==> src/rtl/jb_pulse_shaper.sv <==
// jb_pulse_shaper: stretches single-cycle events into min-width active phases separated by min-width idle gaps
module jb_pulse_shaper #(
  parameter int HIGH_CYCLES = 16,
  parameter int LOW_CYCLES = 16,
  parameter int COUNTER_BITS = 8,
  parameter int PEND_BITS = 4,
  parameter logic IDLE_LEVEL = 1'b0
) (
  input  logic                 clk,
  input  logic                 rst_n,
  input  logic                 pulse_in,
  input  logic                 clr_ovf,
  output logic                 dout,
  output logic                 busy,
  output logic [PEND_BITS-1:0] pend_cnt,
  output logic                 overflow
);
  typedef enum logic [1:0] {IDLE, ACTIVE, GAP} state_t;
  localparam logic [COUNTER_BITS-1:0] H_LAST = COUNTER_BITS'(HIGH_CYCLES - 1);
  localparam logic [COUNTER_BITS-1:0] L_LAST = COUNTER_BITS'(LOW_CYCLES - 1);
  localparam logic [PEND_BITS-1:0] PEND_MAX = '1;
  state_t state;
  logic [COUNTER_BITS-1:0] timer;
  logic have, hi_done, lo_done, consume, drop;
  assign have = pulse_in | (pend_cnt != '0);
  assign hi_done = (state == ACTIVE) && (timer == H_LAST);
  assign lo_done = (state == GAP) && (timer == L_LAST);
  assign consume = have & ((state == IDLE) | lo_done);
  assign drop = pulse_in & ~consume & (pend_cnt == PEND_MAX);
  always_ff @(posedge clk or negedge rst_n) begin
    if (!rst_n) begin
      state <= IDLE;
      timer <= '0;
      pend_cnt <= '0;
      overflow <= 1'b0;
      dout <= IDLE_LEVEL;
      busy <= 1'b0;
    end else begin
      overflow <= (overflow & ~clr_ovf) | drop;
      // a new event arriving while one is consumed simply takes its slot
      if (pulse_in & ~consume & ~drop)
        pend_cnt <= pend_cnt + 1'b1;
      else if (consume & ~pulse_in)
        pend_cnt <= pend_cnt - 1'b1;
      if (consume) begin
        state <= ACTIVE;
        timer <= '0;
        dout <= ~IDLE_LEVEL;
        busy <= 1'b1;
      end else if (hi_done) begin
        state <= GAP;
        timer <= '0;
        dout <= IDLE_LEVEL;
      end else if (lo_done) begin
        state <= IDLE;
        timer <= '0;
        busy <= 1'b0;
      end else if (state != IDLE) begin
        timer <= timer + 1'b1;
      end
    end
  end
endmodule

==> config.mk <==
export PLATFORM = sky130hd
export DESIGN_NAME = jb_pulse_shaper
export DESIGN_NICKNAME = d
export VERILOG_FILES = /design/src/rtl/jb_pulse_shaper.sv
export SDC_FILE = /design/constraint.sdc
export NUM_CORES = 1
export LEC_CHECK = 0
export CAP_MARGIN = 5
export CORE_MARGIN = 5
export CORE_UTILIZATION = 58
export DETAILED_ROUTE_END_ITERATION = 8
export MAX_ROUTING_LAYER = met4
export PLACE_DENSITY = 0.8
export SLEW_MARGIN = 5
export SYNTH_ARGS = -nofsm -noshare
export SYNTH_HDL_FRONTEND = slang
export SYNTH_SLANG_ARGS = --single-unit
export TNS_END_PERCENT = 5
==> constraint.sdc <==
create_clock -name clk -period 5.94 [get_ports clk]
set_clock_uncertainty 0.1 [all_clocks]
set_input_delay 0.891 -clock clk [delete_from_list [all_inputs] [get_ports clk]]
set_output_delay 0.891 -clock clk [all_outputs]
set_load 0.01 [all_outputs]
-- After elaboration in Yosys (flattened, before gate mapping)
Index checks and enable logic that the tools add are counted.
- add/subtract/negate cells: 3
- equality and inequality tests: 5
- mux-type cells: 14
- bitwise logic cells: 13
- reductions and logical operators: 11
- operators by type and width (operator ; number):
    two-way mux 8 bit ; 4
    adder 8 x 1 -> 8 bit, second input constant ; 1
    equality test 8 x 4 -> 1 bit, second input constant ; 1
    two-way mux 4 bit ; 2
    nonzero test 2 bit ; 4
    nonzero test 4 bit ; 2
    bitwise AND 1 bit ; 6
    two-way mux 2 bit ; 3
    two-way mux 1 bit ; 5
    adder 4 x 1 -> 4 bit, second input constant ; 1
    equality test 4 bit, second input constant ; 1
    inverter 1 bit ; 4
    subtractor 4 x 1 -> 4 bit, second input constant ; 1
    OR 1 bit ; 3
    nonzero test 3 bit ; 1
    equality test 2 x 1 -> 1 bit, second input constant ; 1
    equality test 2 bit, second input constant ; 1
    logical AND 1 bit ; 2
    zero test 2 bit ; 1
    inequality test 2 x 1 -> 1 bit, second input constant ; 1
    AND reduction 2 bit ; 1
- bits in registers: 17
- input bits: 4
- output and inout port bits: 7
- logic and storage cells: 52

-- Logic depth before layout (Yosys ltp)
Gate-level depths: netlist (run 1).
- depth in word-level cells: 10
- mapped depth: 11

-- Least setup slack after synthesis (run 1)
OpenSTA, ideal clock, no wires.
- path kind: input to register
- from: in pulse_in
- to: reg pend_cnt[3]
- library setup time: 0.080 ns
- data arrival time: 2.793 ns
- required time: 5.760 ns
- path slack: 2.967 ns
- cell stages on the path: 11
- path buffers: 1
- path through: buf_2 inv_1 a21oi_1 nand2_1 nand3b_1 ha_1 a21o_1 a21oi_1 a2111oi_0 a41oi_1 xnor2_1
- cells in the longest elaborated chain, start to end: 8
- elaborated cells between the ends (all ways): 11
- RTL lines (element ; line ; source):
    start, declared ; 11 ; input logic pulse_in,
    OR 1 bit ; 25 ; assign have = pulse_in | (pend_cnt != '0);
    bitwise AND 1 bit ; 28 ; assign consume = have & ((state == IDLE) | lo_done);
    inverter 1 bit ; 29, 41 ;
    bitwise AND 1 bit ; 29, 41 ;
    bitwise AND 1 bit ; 29 ; assign drop = pulse_in & ~consume & (pend_cnt == PEND_MAX);
    inverter 1 bit ; 41 ; if (pulse_in & ~consume & ~drop)
    bitwise AND 1 bit ; 41 ;
    two-way mux 4 bit / nonzero test 2 bit (equally long branches) ; -- ;
    end signal, assigned ; 42 ; pend_cnt <= pend_cnt + 1'b1;
    end signal, assigned ; 44 ; pend_cnt <= pend_cnt - 1'b1;
    end, declared ; 15 ; output logic [PEND_BITS-1:0] pend_cnt,
Several ways; a longest one is shown, not always the timed one.
A chain may end at the register's enable or synchronous reset.

-- Final worst setup path (run 1)
Same ends and word-level chain as after synthesis.

==> impl_metrics.json, run 1 <==
{
  "cts.root.buffer_cell": "clkbuf_4",
  "ys_async_sr_fraction_pct": 100.0,
  "synth_edf_count": 0,
  "dieArea_um2": 2638,
  "io_pins": 11,
  "fin_area_um2": 1136,
  "yosysWarnings": 0,
  "fin_tns_setup_ps": 0,
  "htree_levels": 1,
  "internal_power_mw": 0.2924,
  "post_cts_resized": 0,
  "cp-start-kind": "input port",
  "fin_crit_ps": 3632,
  "dp.cells": 124,
  "synth_top_cell_by_area": "dfrtp_1",
  "setup_viol": 0,
  "fp.dieW_um": 51.36,
  "synth_area_leaders": "dfrtp_1, xor2_1, mux2i_1",
  "fin_nets": 120,
  "cts_hold_buffers": 0,
  "cp-end-kind": "register",
  "synth_nets": 106,
  "maxCapViolCount": 0,
  "slew_headroom_pct": 48.87,
  "fill_cells": 143,
  "gp_congestion": 0.8511,
  "wl_per_cell_um": 15.42,
  "yosysTopAreaCellShare_pct": 42.88,
  "cts.sinks": 17,
  "drt_iter0_drc": 4,
  "cp.arrival_ps": 3760,
  "cts_tree": "yes",
  "io_buffers": 10,
  "yosysSeqAreaShare_pct": 42.88,
  "finalPower_mw": 0.5121,
  "drv_slew": 0,
  "insertion_delay_ps": 300,
  "grt_max_degree": 18,
  "rows": 15,
  "grt_pass1_wl_mm": 3.581,
  "worst-path-max-fanout": 9,
  "p_leak_nw": 0.4771,
  "syn_area_um2": 992.2,
  "diodes": 0,
  "rrSetupSlack_ps": 2890,
  "finalNonFillerCells": 128,
  "tightest_slew_ps": 764.5,
  "via_per_inst": 6.328,
  "cp.required_ps": 6070,
  "hpwl_mm": 1.416,
  "ant_nets": 0,
  "rsz0062_at_grt": "no",
  "fmax_mhz": 275.4,
  "status": "complete, no violations",
  "ys_types": 36,
  "synth.most_common_cell": "dfrtp_1",
  "netlist_top_cells_count": "dfrtp_1, nand2_1, nor2_1",
  "clkTransAtPathRegs_ps": 100,
  "vdd_drop_max_mv": 0.2949,
  "dpl-instance-area_um2": 1109,
  "syn_area_per_cell_um2": 10.12,
  "hold_class": "register to register",
  "seqPwrFrac_pct": 38.9,
  "p_sw_mw": 0.2198,
  "finalCritPeriodShare_pct": 61.14,
  "layout-drive-gt1-share_pct": 9.009,
  "drt_pass1_iterations": 4,
  "globalRouteOverflowTotal": 0,
  "start_util_pct": 59.40,
  "postCtsSetupBuffers": 0,
  "grt_usage_pct": 18.46,
  "die_h_um": 51.36,
  "cts_buffers": 3,
  "antenna_found_initial": 0,
  "dr_total_vias": 810,
  "grt_pass1_vias": 828,
  "timing.final.hold_violations": 0,
  "syn_inst": 98,
  "clk_path_buf_depth": 2,
  "pwr-share-clk_pct": 12.7,
  "cellPowerDensity_nw_per_um2": 450.8,
  "wl_mm": 1.974,
  "p_sw_share_pct": 42.91,
  "core_area_um2": 1670,
  "dominantRegCellSynth": "dfrtp_1",
  "post-route-drc-count": 0,
  "ys_ff_latch": 17,
  "final_core_util_pct": 68.02,
  "syn_to_final_growth_pct": 14.50,
  "critical_path_class": "input port to register",
  "p_comb_share_pct": 48.4
}
kinds of logic (layout without fill, tap and decap cells):
logic type | Yosys count | after routing | share of synthesized area, %
and+or+nand+nor | 35 | 35 | 20.31
AOI/OAI and AO/OA | 24 | 24 | 17.02
DFF | 17 | 17 | 42.88
muxes | 4 | 4 | 4.035
buffers and inverters | 5 | 18 | 2.017
adders and majority gates | 4 | 4 | 5.801
xor gates and xnor gates | 9 | 9 | 7.945
routing by layer:
| metal | track usage (%) | share of wire [%] | vias up |
|---|---|---|---|
| met2 | 27.97 | 48 | 17 |
| met1 | 23.39 | 46 | 391 |
| met4 | 9.170 | 2.6 | 0 |
| met5 | - | 0 | - |
| met3 | 3.790 | 3.7 | 11 |
| li1 | - | - | 391 |
flip-flops by register name, indices dropped and copies added (netlist names):
| register | cells |
|---|---|
| pend_cnt | 4 |
| dout | 1 |
| timer | 8 |
| overflow | 1 |
| state | 2 |
| busy | 1 |
power by group through the flow:
stage / Combinational [mW] / Clock (mW) / Sequential, mW
after global routing: 0.284 / 0.0692 / 0.209
after floorplan: 0.173 / 0 / 0.197
after CTS: 0.250 / 0.0652 / 0.199
after detailed placement: 0.249 / 0 / 0.201
after global placement: 0.243 / 0 / 0.198
final: 0.248 / 0.0650 / 0.199
placed cells by master (no fill, tap or decap), types with 2 or more instances in the layout:
cell	count
a21o_1	2
a21oi_1	6
nor2_1	7
and4_1	2
inv_1	4
dfrtp_1	17
nand4_1	3
or3_4	2
nor3_1	3
nand3_1	2
ha_1	3
clkbuf_4	3
o22ai_1	2
clkdlybuf4s50_1	10
mux2i_1	4
xor2_1	6
xnor2_1	3
nand2_1	8
o21ai_0	5
critical path, stage by stage:
cell and delay [ps]:
clkdlybuf4s50_1 650, inv_1 180, a21oi_1 380, nand2_1 290
nand3b_1 230, ha_1 250, a21o_1 170, a21oi_1 220
a2111oi_0 110, a41oi_1 230, xnor2_1 140
worst paths after layout:
path	startpoint	end	cells past startpoint
hold / removal	overflow	overflow	1
min in group asynchronous	rst_n	timer[3]	1
max in group asynchronous	rst_n	pend_cnt[1]	1
setup reg to reg	pend_cnt[2]	pend_cnt[3]	10
hold reg to reg	overflow	overflow	1
setup / recovery	pulse_in	pend_cnt[3]	11
area by class of cell:
type	count	area, um^2	share of cell area, %
clock buffers	3	22.52	1.982
inverters	4	15.01	1.322
repair buffers	10	100.1	8.811
multi-input cells	76	546.8	48.13
well taps	17	21.27	1.872
clock inverters	1	5.005	0.4405
flip-flops and latches	17	425.4	37.44
through the flow:
stage	hold WS, ps	worst slack [ps]
after floorplan	396.8	2968
after global placement	391.2	2213
after detailed placement	407.1	2045
after CTS	436.1	2358
after global routing	448.0	2026
final	428.9	2308
Note: power is estimated with default switching activity, not from simulation.
==> run 2: changes to the inputs <==
Settings changed: CORE_UTILIZATION 58 to 54, PLACE_DENSITY 0.8 to 0.75.
Clock period 5.94 ns to 3.6 ns, I/O delays scaled along.
==> run 2 against run 1 <==
- total power rose by 68%
- largest cell class unchanged
- highest routed layer unchanged
- worst setup slack worse by 1500 ps
- sequential share of layout area down 0.81 points
- critical path depth decreased by 1
==> impl_metrics.json, run 2 (synthesis results as in run 1) <==
{
  "hold_class": "register to register",
  "fmax_mhz": 358.0,
  "worstHoldEndpoint": "overflow",
  "cts_tree": "yes",
  "crit_path_cell_trace": "nor4_1 > a21oi_1 > nand2_1 > nand3b_1 > ha_1 > a21o_1 > a21oi_1 > a2111oi_0 > a41oi_1 > xnor2_1",
  "cts.root.buffer_cell": "clkbuf_4",
  "fin_crit_ps": 2793,
  "dieArea_um2": 2795,
  "timing.final.hold_violations": 0,
  "maxCapViolCount": 0,
  "cellPowerDensity_nw_per_um2": 741.0,
  "cp_slowest_cell": "dfrtp_1",
  "globalRouteOverflowTotal": 0,
  "cp.required_ps": 3690,
  "drv_slew": 0,
  "whs_ps": 421.4,
  "gp_congestion": 0.8528,
  "dr_total_vias": 788,
  "reg2reg_from": "pend_cnt[1]",
  "rrSetupSlack_ps": 810,
  "hold_depth": 1,
  "core_area_um2": 1745,
  "cts_hold_buffers": 0,
  "r2r_cells": 10,
  "ant_nets": 0,
  "r2r-end": "pend_cnt[3]",
  "final_cell_mix": "dfrtp_1, clkdlybuf4s50_1, nand2_1",
  "cp-start-kind": "register",
  "wl_per_cell_um": 14.69,
  "insertion_delay_ps": 300,
  "path_buf_inv": 0,
  "slew_headroom_pct": 50.47,
  "cp_top_family": "compound AO/OA/AOI/OAI gates",
  "largest_register_ffs": 8,
  "layout-drive-gt1-share_pct": 10.62,
  "clk_path_buf_depth": 2,
  "fp.dieW_um": 52.87,
  "tightest_slew_ps": 740.6,
  "rsz0062_at_grt": "no",
  "hp-start": "overflow",
  "p_leak_nw": 0.4865,
  "worst-path-max-fanout": 8,
  "grt_usage_pct": 18.17,
  "setup_viol": 0,
  "clkTransAtPathRegs_ps": 110,
  "io_buffers": 10,
  "finalPower_mw": 0.8604,
  "cts_buffers": 3,
  "fin_nets": 122,
  "syn_to_final_growth_pct": 17.02,
  "fin_tns_setup_ps": 0,
  "post_cts_resized": 0,
  "cp.arrival_ps": 2890,
  "reg.largest.list": "timer (8), pend_cnt (4), state (2)",
  "diodes": 0,
  "final_common_cell": "dfrtp_1",
  "grt_pass1_wl_mm": 3.532,
  "wl_mm": 2.027,
  "hpwl_mm": 1.448,
  "drt_pass1_iterations": 4,
  "postCtsSetupBuffers": 0,
  "grt_max_degree": 18,
  "final_core_util_pct": 66.52,
  "critical_path_class": "register to register",
  "regMostFlops": "timer",
  "critPathMostFrequentCell": "a21oi_1",
  "crit_path_max_incr_delay_ps": 490,
  "htree_levels": 1,
  "antenna_found_initial": 0,
  "vdd_drop_max_mv": 0.4756,
  "drt_iter0_drc": 16,
  "rows": 15,
  "grt_pass1_vias": 802,
  "start_util_pct": 56.85,
  "via_per_inst": 5.710,
  "die_h_um": 52.87,
  "cp-end-kind": "register",
  "post-route-drc-count": 0,
  "cts.sinks": 17,
  "status": "complete, no violations",
  "io_pins": 11,
  "finalCritPeriodShare_pct": 77.59
}
[run 2: changes by cell type in the layout (fill, tap and decap cells not counted)]
cell / change
buf_4: +2
[run 2: how the worst max path moves through the flow]
stage,startpoint,endpoint,slack (ps),depth (start not counted)
final,pend_cnt[1],pend_cnt[3],810,10
after global routing,pend_cnt[2],pend_cnt[3],430,10
after global placement,pulse_in,pend_cnt[3],660,11
after floorplan,pend_cnt[1],pend_cnt[3],910,10
after detailed placement,pulse_in,pend_cnt[3],600,11
after CTS,pend_cnt[1],pend_cnt[3],820,10
[run 2: routing by layer]
metal / global-route usage, % / routed length (um) / vias to the layer above / share of wire, %
met5: - / 0 / - / 0
met4: 11.49 / 68 / 0 / 3.4
met3: 4.789 / 104 / 6 / 5.1
met2: 26.45 / 897 / 22 / 44
met1: 22.26 / 955 / 372 / 47
li1: - / - / 388 / -
[run 2: report_power, final]
part	internal (mW)	switching, mW
Combinational	0.206	0.216
Clock	0.0414	0.0642
Sequential	0.243	0.0888
Total	0.491	0.369
[run 2: final cells by class]
class / count / area, um^2
fillers: 144 / 584.3
multi-input cells: 76 / 546.8
flip-flops and latches: 17 / 425.4
repair buffers: 12 / 115.1
well taps: 25 / 31.28
clock buffers: 3 / 22.52
inverters: 4 / 15.01
clock inverters: 1 / 5.005
[run 2: per-stage QoR]
stage	instances	cell area [um^2]	setup WS, ps
after floorplan	98	992.2	905.9
after global placement	134	1134	663.1
after detailed placement	134	1134	603.6
after CTS	138	1161	815.4
after global routing	138	1161	429.2
final	138	1161	806.8
==> run 3: changes to the inputs <==
Settings changed: CORE_UTILIZATION 54 to 49, PLACE_DENSITY 0.75 to 0.72.
Clock period 3.6 ns to 2.5 ns, I/O delays scaled along.
==> run 3 against run 2 <==
- largest power group unchanged
- critical path type unchanged
- global-route usage is 0.65 points lower
- register-to-register slack worse by 760 ps
- cell count is 14% higher
- count of clock-buffer cells in the layout stayed put
- worst setup slack worse by 760 ps
- critical path depth stayed put
- sequential power is 36% higher
- via count is 12% higher
- clock power is 50% higher
- cell area is 15% higher
- maximum frequency is 14% higher
- combinational power is 95% higher
==> impl_metrics.json, run 3 (synthesis results as in run 1) <==
{
  "finalCritPeriodShare_pct": 98.28,
  "dpl_worst_slack_ps": -55.93,
  "fp.dieW_um": 55,
  "setup_viol": 0,
  "clk_path_buf_depth": 2,
  "cp-end-kind": "register",
  "diodes": 0,
  "insertion_delay_ps": 300,
  "timing.final.hold_violations": 0,
  "drt_iter0_drc": 14,
  "antenna_found_initial": 0,
  "final_cell_mix": "buf_4, dfrtp_1, clkdlybuf4s50_1",
  "start_util_pct": 51.10,
  "via_per_inst": 5.605,
  "die_h_um": 55,
  "hold_depth": 1,
  "hp-start": "overflow",
  "rrSetupSlack_ps": 40,
  "r2r_cells": 10,
  "dieArea_um2": 3025,
  "crit_path_cell_trace": "or3_4 > o21ai_4 > nand2_2 > nand3b_1 > ha_1 > a21o_1 > a21oi_2 > a2111oi_2 > a41oi_1 > xnor2_1",
  "tightest_slew_ps": 787.6,
  "crit_path_max_incr_delay_ps": 430,
  "worstHoldEndpoint": "overflow",
  "wl_per_cell_um": 14.82,
  "grt_usage_pct": 17.52,
  "htree_levels": 1,
  "io_pins": 11,
  "dr_total_vias": 880,
  "drt_pass1_iterations": 4,
  "wl_mm": 2.326,
  "critical_path_class": "register to register",
  "cellPowerDensity_nw_per_um2": 1073,
  "reg.largest.list": "timer (8), pend_cnt (4), state (2)",
  "maxCapViolCount": 0,
  "gp_congestion": 0.8248,
  "cp.required_ps": 2620,
  "final_common_cell": "buf_4",
  "grt_max_degree": 18,
  "layout-drive-gt1-share_pct": 27.69,
  "path_buf_inv": 0,
  "io_buffers": 10,
  "cts_tree": "yes",
  "cts.sinks": 17,
  "grt_pass1_wl_mm": 3.650,
  "ant_nets": 0,
  "cts_hold_buffers": 0,
  "clkTransAtPathRegs_ps": 110,
  "hold_class": "register to register",
  "slew_headroom_pct": 47.33,
  "status": "complete, no violations",
  "p_leak_nw": 0.5683,
  "globalRouteOverflowTotal": 0,
  "cp.arrival_ps": 2580,
  "r2r-end": "pend_cnt[3]",
  "vdd_drop_max_mv": 0.8018,
  "post-route-drc-count": 0,
  "grt_pass1_vias": 772,
  "cp_slowest_cell": "dfrtp_1",
  "cts_buffers": 3,
  "syn_to_final_growth_pct": 34.68,
  "cts.root.buffer_cell": "clkbuf_4",
  "worst-path-max-fanout": 3,
  "fin_crit_ps": 2457,
  "reg2reg_from": "timer[4]",
  "fill_cells": 157,
  "fin_nets": 139,
  "cp_top_family": "compound AO/OA/AOI/OAI gates",
  "core_area_um2": 1942,
  "drv_slew": 0,
  "largest_register_ffs": 8,
  "hpwl_mm": 1.587,
  "rows": 16,
  "layout_setup_ws_ps": 43.06,
  "fmax_mhz": 407.0,
  "regMostFlops": "timer",
  "finalPower_mw": 1.433,
  "cp-start-kind": "register"
}
run 3: cell type report:
class	count	area, um^2	area share [%]
clock buffer	3	22.52	1.685
sequential	17	426.7	31.93
multi-input combinational	76	588.1	44.01
clock inverter	1	7.507	0.5618
timing repair buffer	29	242.7	18.16
inverter	4	15.01	1.124
tap	27	33.78	2.528
run 3: report_power, final:
| group | leakage (nW) | total, mW | internal (mW) | switching, mW |
|---|---|---|---|---|
| combinational | 0.344 | 0.825 | 0.412 | 0.413 |
| clock | 0.0139 | 0.159 | 0.0608 | 0.0978 |
| sequential | 0.211 | 0.450 | 0.352 | 0.0975 |
| total | 0.568 | 1.43 | 0.825 | 0.608 |
run 3: worst max-delay path by stage:
stage	depth (start not counted)	startpoint	slack, ps	end
4_1_cts	10	timer[5]	10	pend_cnt[3]
5_1_grt	11	timer[1]	-40	pend_cnt[3]
3_5_place_dp	11	pulse_in	-60	pend_cnt[3]
3_3_place_gp	11	pulse_in	30	pend_cnt[3]
6_report	10	timer[4]	40	pend_cnt[3]
2_1_floorplan	10	pend_cnt[0]	4	pend_cnt[3]
run 3: per-stage QoR:
stage          util (%)  cells  hold WS [ps]  area, um^2  TNS [ps]
5_1_grt           68.81    157         459.7        1336    -38.28
3_3_place_gp      63.14    145         379.5        1226         0
6_report          68.81    157         406.4        1336         0
2_1_floorplan         -     98        -20.59        1015         0
4_1_cts           65.14    150         413.5        1265         0
3_5_place_dp      63.14    145         382.9        1226    -55.93
run 3: per-layer routing:
metal | GRT usage, % | up-vias | wire [um]
li1 | - | 431 | -
met2 | 25.59 | 27 | 1095
met4 | 4.858 | 0 | 24
met1 | 25.00 | 418 | 1086
met3 | 2.949 | 4 | 120
met5 | - | - | 0
run 3: repair_timing:
action / 4_1_cts / 5_1_grt
gates resized for setup: 1 / 4
setup endpoints to repair: 1 / 1
pin swaps: 0 / 7
setup buffers: 1 / 7
